$ cat src/rtl/exe_mdu_stage.sv
// ============================================================================
// exe_mdu_stage : execute stage, EX/MEM register, multiply/divide unit, HI/LO.
// Build option EXE_MUL_PIPE_EN registers the multiplier.   Revision 1.0
// ============================================================================
`default_nettype none

module exe_mdu_stage #(
   parameter int XLEN   = 32,
   parameter int MMOP_W = 5
) (
   input  logic              clk,
   input  logic              rst_n,
   input  logic              ex_flush_i,
   input  logic              ex_stall_i,
   input  logic [31:0]       ex_inst_i,
   input  logic              ex_inslot_i,
   input  logic [XLEN-1:0]   ex_opr1_i,
   input  logic [XLEN-1:0]   ex_opr2_i,
   input  logic [XLEN-1:0]   ex_alures_i,
   input  logic              ex_wren_i,
   input  logic [4:0]        ex_waddr_i,
   input  logic              ex_nofwd_i,
   input  logic [MMOP_W-1:0] ex_memop_i,
   input  logic [3:0]        ex_mduop_i,
   output logic              ex_wren_o,
   output logic [4:0]        ex_waddr_o,
   output logic [XLEN-1:0]   ex_wdata_o,
   output logic [31:0]       ex_inst_o,
   output logic              ex_inslot_o,
   output logic              ex_nofwd_o,
   output logic [MMOP_W-1:0] ex_memop_o,
   output logic [XLEN-1:0]   ex_hi_o,
   output logic [XLEN-1:0]   ex_lo_o,
   output logic              ex_stallreq_o,
   output logic [XLEN-1:0]   ex_wdata_bp_o
);

   localparam int CNT_W = $clog2(XLEN);
   localparam logic [CNT_W-1:0] CNT_LAST = CNT_W'(XLEN - 1);

   localparam logic [3:0] OP_MULT  = 4'd1;
   localparam logic [3:0] OP_MULTU = 4'd2;
   localparam logic [3:0] OP_DIV   = 4'd3;
   localparam logic [3:0] OP_DIVU  = 4'd4;
   localparam logic [3:0] OP_MTHI  = 4'd5;
   localparam logic [3:0] OP_MTLO  = 4'd6;
   localparam logic [3:0] OP_MFHI  = 4'd7;
   localparam logic [3:0] OP_MFLO  = 4'd8;

   typedef enum logic [1:0] {
      IDLE = 2'd0,
      BUSY = 2'd1,
      DONE = 2'd2
   } div_state_t;

   div_state_t state, state_next;

   logic            en;
   logic            wr_ok;
   logic            is_mul;
   logic            is_div;
   logic            div_signed;
   logic [XLEN-1:0] hi, lo;
   logic [XLEN-1:0] wdata_next;

   assign en         = ~ex_stall_i;
   assign wr_ok      = en & ~ex_flush_i;
   assign is_mul     = (ex_mduop_i == OP_MULT) | (ex_mduop_i == OP_MULTU);
   assign is_div     = (ex_mduop_i == OP_DIV)  | (ex_mduop_i == OP_DIVU);
   assign div_signed = (ex_mduop_i == OP_DIV);

   // Low 2*XLEN bits of the product of the sign/zero-extended operands are
   // exact for both the signed and unsigned forms.
   logic [2*XLEN-1:0] mul_a, mul_b, mul_prod;
   logic              mul_sext;

   assign mul_sext = (ex_mduop_i == OP_MULT);
   assign mul_a    = {{XLEN{mul_sext & ex_opr1_i[XLEN-1]}}, ex_opr1_i};
   assign mul_b    = {{XLEN{mul_sext & ex_opr2_i[XLEN-1]}}, ex_opr2_i};
   assign mul_prod = mul_a * mul_b;

   logic              mul_stall;
   logic              mul_wr;
   logic [2*XLEN-1:0] mul_res;

`ifdef EXE_MUL_PIPE_EN
   logic              mul_phase;
   logic [2*XLEN-1:0] mul_q;

   always_ff @(posedge clk or negedge rst_n) begin
      if (!rst_n) begin
         mul_phase <= 1'b0;
         mul_q     <= '0;
      end else if (ex_flush_i) begin
         mul_phase <= 1'b0;
      end else if (!mul_phase && is_mul) begin
         mul_q     <= mul_prod;
         mul_phase <= 1'b1;
      end else if (mul_phase && en) begin
         mul_phase <= 1'b0;
      end
   end

   assign mul_stall = is_mul & ~mul_phase & ~ex_flush_i;
   assign mul_wr    = mul_phase & wr_ok;
   assign mul_res   = mul_q;
`else
   assign mul_stall = 1'b0;
   assign mul_wr    = is_mul & wr_ok;
   assign mul_res   = mul_prod;
`endif

   // Divider operands are latched as magnitudes; signs are reapplied on retire.
   logic            sign1, sign2;
   logic [XLEN-1:0] abs1, abs2;

   assign sign1 = div_signed & ex_opr1_i[XLEN-1];
   assign sign2 = div_signed & ex_opr2_i[XLEN-1];
   assign abs1  = sign1 ? (~ex_opr1_i + 1'b1) : ex_opr1_i;
   assign abs2  = sign2 ? (~ex_opr2_i + 1'b1) : ex_opr2_i;

   logic [CNT_W-1:0] cnt;
   logic [XLEN-1:0]  quo, rem, dsor;
   logic             neg_q, neg_r, dzero;
   logic [XLEN:0]    trial;
   logic [XLEN-1:0]  div_lo, div_hi;

   assign trial  = {rem, quo[XLEN-1]} - {1'b0, dsor};
   assign div_lo = dzero ? '1 : (neg_q ? (~quo + 1'b1) : quo);
   assign div_hi = neg_r ? (~rem + 1'b1) : rem;

   always_ff @(posedge clk or negedge rst_n) begin
      if (!rst_n) begin
         state <= IDLE;
      end else begin
         state <= state_next;
      end
   end

   always_comb begin
      state_next = state;
      case (state)
         IDLE:    if (is_div) state_next = BUSY;
         BUSY:    if (cnt == CNT_LAST) state_next = DONE;
         DONE:    if (en) state_next = IDLE;
         default: state_next = IDLE;
      endcase
      if (ex_flush_i) state_next = IDLE;
   end

   always_ff @(posedge clk or negedge rst_n) begin
      if (!rst_n) begin
         cnt   <= '0;
         quo   <= '0;
         rem   <= '0;
         dsor  <= '0;
         neg_q <= 1'b0;
         neg_r <= 1'b0;
         dzero <= 1'b0;
      end else if (ex_flush_i) begin
         cnt <= '0;
      end else begin
         case (state)
            IDLE: begin
               if (is_div) begin
                  quo   <= abs1;
                  rem   <= '0;
                  dsor  <= abs2;
                  neg_q <= sign1 ^ sign2;
                  neg_r <= sign1;
                  dzero <= (ex_opr2_i == '0);
                  cnt   <= '0;
               end
            end
            BUSY: begin
               cnt <= (cnt == CNT_LAST) ? '0 : cnt + 1'b1;
               if (!trial[XLEN]) begin
                  rem <= trial[XLEN-1:0];
                  quo <= {quo[XLEN-2:0], 1'b1};
               end else begin
                  rem <= {rem[XLEN-2:0], quo[XLEN-1]};
                  quo <= {quo[XLEN-2:0], 1'b0};
               end
            end
            default: ;
         endcase
      end
   end

   always_ff @(posedge clk or negedge rst_n) begin
      if (!rst_n) begin
         hi <= '0;
         lo <= '0;
      end else if (wr_ok) begin
         if (state == DONE) begin
            hi <= div_hi;
            lo <= div_lo;
         end else if (mul_wr) begin
            hi <= mul_res[2*XLEN-1:XLEN];
            lo <= mul_res[XLEN-1:0];
         end else if (ex_mduop_i == OP_MTHI) begin
            hi <= ex_opr1_i;
         end else if (ex_mduop_i == OP_MTLO) begin
            lo <= ex_opr1_i;
         end
      end
   end

   always_comb begin
      wdata_next = ex_alures_i;
      if (ex_mduop_i == OP_MFHI) wdata_next = hi;
      else if (ex_mduop_i == OP_MFLO) wdata_next = lo;
   end

   // A flush inserts a bubble even while the stage is stalled.
   always_ff @(posedge clk or negedge rst_n) begin
      if (!rst_n) begin
         ex_wren_o   <= 1'b0;
         ex_waddr_o  <= '0;
         ex_wdata_o  <= '0;
         ex_inst_o   <= '0;
         ex_inslot_o <= 1'b0;
         ex_nofwd_o  <= 1'b0;
         ex_memop_o  <= '0;
      end else if (ex_flush_i) begin
         ex_wren_o   <= 1'b0;
         ex_waddr_o  <= '0;
         ex_wdata_o  <= '0;
         ex_inst_o   <= '0;
         ex_inslot_o <= 1'b0;
         ex_nofwd_o  <= 1'b0;
         ex_memop_o  <= '0;
      end else if (en) begin
         ex_wren_o   <= ex_wren_i;
         ex_waddr_o  <= ex_waddr_i;
         ex_wdata_o  <= wdata_next;
         ex_inst_o   <= ex_inst_i;
         ex_inslot_o <= ex_inslot_i;
         ex_nofwd_o  <= ex_nofwd_i;
         ex_memop_o  <= ex_memop_i;
      end
   end

   assign ex_hi_o       = hi;
   assign ex_lo_o       = lo;
   assign ex_wdata_bp_o = wdata_next;
   assign ex_stallreq_o = ((state == IDLE) & is_div & ~ex_flush_i)
                        | (state == BUSY)
                        | mul_stall;

endmodule

`default_nettype wire

$ cat config.mk
export PLATFORM = sky130hd
export DESIGN_NAME = exe_mdu_stage
export DESIGN_NICKNAME = d
export VERILOG_FILES = /design/src/rtl/exe_mdu_stage.sv
export SDC_FILE = /design/constraint.sdc
export NUM_CORES = 2
export LEC_CHECK = 0
export CORE_AREA = 5 5 301 303
export DETAILED_ROUTE_END_ITERATION = 6
export DIE_AREA = 0 0 306 308
export PLACE_DENSITY = 0.82
export REMOVE_ABC_BUFFERS = 1
export SLEW_MARGIN = 40
export SYNTH_ARGS = -nofsm -noshare
export SYNTH_HDL_FRONTEND = slang
export SYNTH_SLANG_ARGS = --single-unit
$ cat constraint.sdc
create_clock -name clk -period 9.8 [get_ports clk]
set_input_delay 1.96 -clock clk [delete_from_list [all_inputs] [get_ports clk]]
set_output_delay 1.96 -clock clk [all_outputs]
set_load 0.02 [all_outputs]
Word-level counts from Yosys, hierarchy flattened:

Cells that the tools add are included.

* add/sub/neg operators: 6
* multipliers: 1
* eq/ne operators: 17
* mux-type cells: 43
* bitwise operators: 18
* reduce and logical (&&, ||, !) cells: 12

Operators by type and width (count)
* 32-bit two-way mux: 21
* 32-bit by 1-bit adder with 32-bit output, second input constant: 4
* 32-bit NOT: 4
* 32-bit case mux with 2 select lines: 2
* 33-bit by 33-bit multiplier with 64-bit output: 1
* 5-bit two-way mux: 7
* 33-bit by 32-bit subtractor with 33-bit output: 1
* 32-bit zero test: 1
* 4-bit by 3-bit equality test with 1-bit output, second input constant: 4
* 3-bit inequality test, second input constant: 4
* 3-bit AND reduction: 4
* 5-bit case mux with 2 select lines: 1
* 3-bit nonzero test: 3
* 1-bit AND: 8
* 4-bit by 2-bit equality test with 1-bit output, second input constant: 2
* 2-bit two-way mux: 4
* 1-bit two-way mux: 7
* 2-bit case mux with 3 select lines: 1
* 5-bit by 1-bit adder with 5-bit output, second input constant: 1
* 5-bit equality test, second input constant: 1
* 4-bit by 1-bit equality test with 1-bit output, second input constant: 1
* 4-bit equality test, second input constant: 1
* 2-bit inequality test, second input constant: 2
* 2-bit AND reduction: 2
* other kinds (7): 10

* register bits: 247
* bits of input ports: 149
* word-level logic and storage cells: 114

Longest topological paths before layout:

* depth after elaboration: 5
* depth in mapped cells: 33
* mapped depth without buffers: 30

Worst setup path before layout:

OpenSTA, ideal clock, no wires.

* kind: input to register
* from: in ex_mduop_i[2]
* to: reg hi[27], in the netlist ex_hi_o[27]
* arrival: 10083 ps
* setup slack: -348 ps
* stages on the path: 31
* buffers on the path: 4
* cells stage by stage: clkbuf_1 nor3_1 clkbuf_1 and2_1 clkbuf_1 nand2_1 inv_1 fa_1 fa_1 fa_1 fa_1 inv_1 fa_1 inv_1 fa_1 inv_1 fa_1 fa_1 inv_1 ha_1 clkbuf_1 a21o_1 a21o_1 a21oi_1 o21ai_0 a21o_1 a21oi_1 o31ai_2 a31o_2 o311ai_1 o221a_2

* cells in the longest elaborated chain, start to end: 5
* elaborated cells between the ends (all ways): 12

RTL lines
* start: declaration: line 24 `input logic [3:0] ex_mduop_i,`
* 4-bit by 1-bit equality test with 1-bit output or 4-bit by 2-bit equality test with 1-bit output (tied branches): line 68, 77
* 1-bit AND (tied with other cells): line 78 `assign mul_a = {{XLEN{mul_sext & ex_opr1_i[XLEN-1]}}, ex_opr1_i};`
* 33-bit by 33-bit multiplier with 64-bit output or 1-bit AND (tied branches): line 80, 109
* 32-bit two-way mux or 3-bit nonzero test (tied branches)
* 32-bit two-way mux or 2-bit AND reduction (tied branches)
* end signal: assignment: line 196 `hi <= div_hi;`
* end signal: assignment: line 199 `hi <= mul_res[2*XLEN-1:XLEN];`
* end signal: assignment: line 202 `hi <= ex_opr1_i;`
* end: declaration: line 63 `logic [XLEN-1:0] hi, lo;`

Parallel ways exist; a longest one is shown, timed or not.
A chain may end at the register's enable or synchronous reset.

Worst setup path after layout:

* from: in ex_opr2_i[0]
* to: reg hi[19], in the netlist ex_hi_o[19]

* cells in the longest elaborated chain, start to end: 3

RTL lines
* start: declaration: line 18 `input logic [XLEN-1:0] ex_opr2_i,`
* 33-bit by 33-bit multiplier with 64-bit output: line 80 `assign mul_prod = mul_a * mul_b;`
* 32-bit two-way mux: line 198 `end else if (mul_wr) begin`
* 32-bit two-way mux: line 195 `if (state == DONE) begin`

No other way between the ends.

==> out/qor.yml <==
status: "finished clean"
crit_path_frequent_cell: "fa_1"
grt_pass1_wl_um: 265000
cp.required_ns: 10.25
hold_start: "dsor[18]"
rrSetupSlack_ns: 5.43
avgSynthCellArea_um2: 8.80
synth_area_leaders: "fa_1 (42%), dfrtp_1 (12%), inv_1 (8.4%)"
yosys.area.top_type: "fa_1"
grt_pass1_vias: 47917
antenna_left: 0
fin_tns_setup_ns: 0
drive_gt1_share_pct: 9.30
async_flop_share_pct: 100
period_share_pct: 97.5
wl_met2_um: 76500
dieArea_um2: 94200
initialDrtViolationCount: 4346
clock-sinks: 247
grt_max_degree: 100
cts_buffers: 25
n_antenna_cell: 0
clk_latency_ns: 0.57
start_util_pct: 61.2
ys_warn_count: 0
syn_area_um2: 53700
startpoint_type: "primary input"
die_height_um: 308
clock_skew_ns: 0.00971
yosysMostFrequentCell: "inv_1"
hold_viol: 0
worstPathMaxFanout: 13
nets: 8054
synth_edf_count: 0
worstSetupEndpointType: "register"
min_period_ns: 9.55
yosys_register_bits: 247
synth_ff_type: "dfrtp_1"
area_growth_syn_to_layout_pct: 15.7
drt-met1-wl_um: 62600
met3WireLength_um: 20100
syn_inst: 6103
track_usage_pct: 35.7
max-slew-margin-rel_pct: 36.0
gp_congestion: 0.975
fmax_ghz: 0.105
overflow: 0
ctsRootBufferMaster: "clkbuf_16"
antenna_found_initial: 1
clk_path_buf_depth: 3
synth_top_area_share_pct: 42.0
port_buffers: 322
critPathMaxStageDelay_ns: 0.58
dr.max_layer_used: "met5"
drc_errors: 0
setup_viol: 0
max_slew.worst_pin.slew_ns: 0.959
synthTopCellsByCount: "inv_1 (1197), fa_1 (1126), nand2_1 (1007), clkbuf_1 (300), and2_1 (284)"
die_w_um: 306
firstDrtPassIters: 7
ios: 323
crit_path_start: "ex_opr2_i[0]"
cap_violations: 0
vias: 45032
path_class: "primary input to register"
hold_path.class: "register to register"
synth_seq_area_share_pct: 11.5
post-route-util_pct: 70.9
wl_um: 168000
crit_arrival_ns: 10.00
cts_tree: "built"
timing.rr.start: "quo[31]"
yosys.cell_types.count: 80
coreArea_um2: 87700
rows: 109
h-tree-depth: 1
final-max-slew-violation-count: 0
hpwl_um: 140000
viasPerCell: 5.84
cp_slowest_cell: "fa_1"
path_clk_slew_ns: 0.06
wl_per_cell_um: 21.7
-- area by class of cell --
type / count / area, um^2
Clock buffer: 38 / 774
Clock inverter: 8 / 145
Fill cell: 6441 / 25500
Inverter: 1197 / 4490
Multi-Input combinational cell: 4273 / 41800
Sequential cell: 247 / 6180
Tap cell: 1165 / 1460
Timing Repair Buffer: 785 / 7280
-- worst max-delay path, delay by kind of cell --
family / cells / cell delay, ns
and+or+nand+nor: 3 / 0.57
adders and majority gates: 9 / 4.41
buffers and inverters: 8 / 1.18
xor gates and xnor gates: 1 / 0.11
AOI/OAI and AO/OA: 7 / 1.77
-- placed cells by master, fill, tap and decap left out, types with 29 or more instances in the layout --
master | netlist | layout
a21oi_1 | 212 | 210
a21o_1 | 55 | 55
clkdlybuf4s50_1 | 0 | 301
xnor2_1 | 151 | 150
nand2_1 | 1007 | 1003
nor3_1 | 34 | 33
buf_12 | 0 | 49
xor2_1 | 60 | 60
mux2i_1 | 143 | 143
nand3_1 | 32 | 31
and2_1 | 284 | 283
and3_1 | 31 | 29
o21ai_0 | 245 | 240
fa_1 | 1126 | 1120
dfrtp_1 | 247 | 246
inv_1 | 1197 | 1193
o31ai_1 | 33 | 30
ha_1 | 250 | 248
buf_4 | 0 | 407
nor2_1 | 269 | 266
-- worst paths after layout --
path                       depth (start not counted)             to
setup / recovery                                  28    ex_hi_o[19]
hold / removal                                     2       dsor[18]
setup reg to reg                                  15        rem[15]
hold reg to reg                                    2       dsor[18]
max in group asynchronous                          3  ex_wdata_o[2]
min in group asynchronous                          1  ex_waddr_o[4]
-- state kept, by name, summed over array words and instances, names as in the netlist --
name and count:
neg_q 1, ex_inst_o 32, quo 32, state 2, ex_memop_o 5, ex_wdata_o 32
ex_wren_o 1, ex_nofwd_o 1, cnt 5, ex_hi_o 32, ex_inslot_o 1, ex_lo_o 32
rem 32, neg_r 1, dzero 1, dsor 32, ex_waddr_o 5
-- per-layer routing --
metal	track usage, %	vias to the layer above
met4	14.4	2
li1	-	19366
met1	47.3	22410
met3	9.00	569
met2	57.4	2685
met5	0	-
-- what timing repair did --
action                     4_1_cts  5_1_grt
hold buffers                     0        0
gates resized for setup          9       37
hold endpoints to repair         0        0
pin swaps                        0       19
setup endpoints to repair       10       21
buffers inserted                 0        6
-- cells by family after synthesis --
group | share of synthesized area (%)
mux | 2.69
simple gates | 15.0
compound gates | 8.49
buf+inv | 11.1
fa+ha+maj | 47.8
flops | 11.5
xor+xnor | 3.44
-- metrics by stage --
stage | std cells | hold WS, ns | setup WS (ns) | instance area [um^2]
2_1_floorplan | 5717 | 0.450 | -0.805 | 52200
5_1_grt | 7713 | 0.503 | -0.0385 | 62200
6_report | 7713 | 0.479 | 0.247 | 62200
3_5_place_dp | 7660 | 0.470 | -0.805 | 61000
4_1_cts | 7706 | 0.484 | 0.129 | 61900
3_3_place_gp | 7659 | 0.461 | -0.534 | 60900
Power is not shown: default switching activity piles up to over one toggle a cycle in this logic, so the estimate is an artifact.
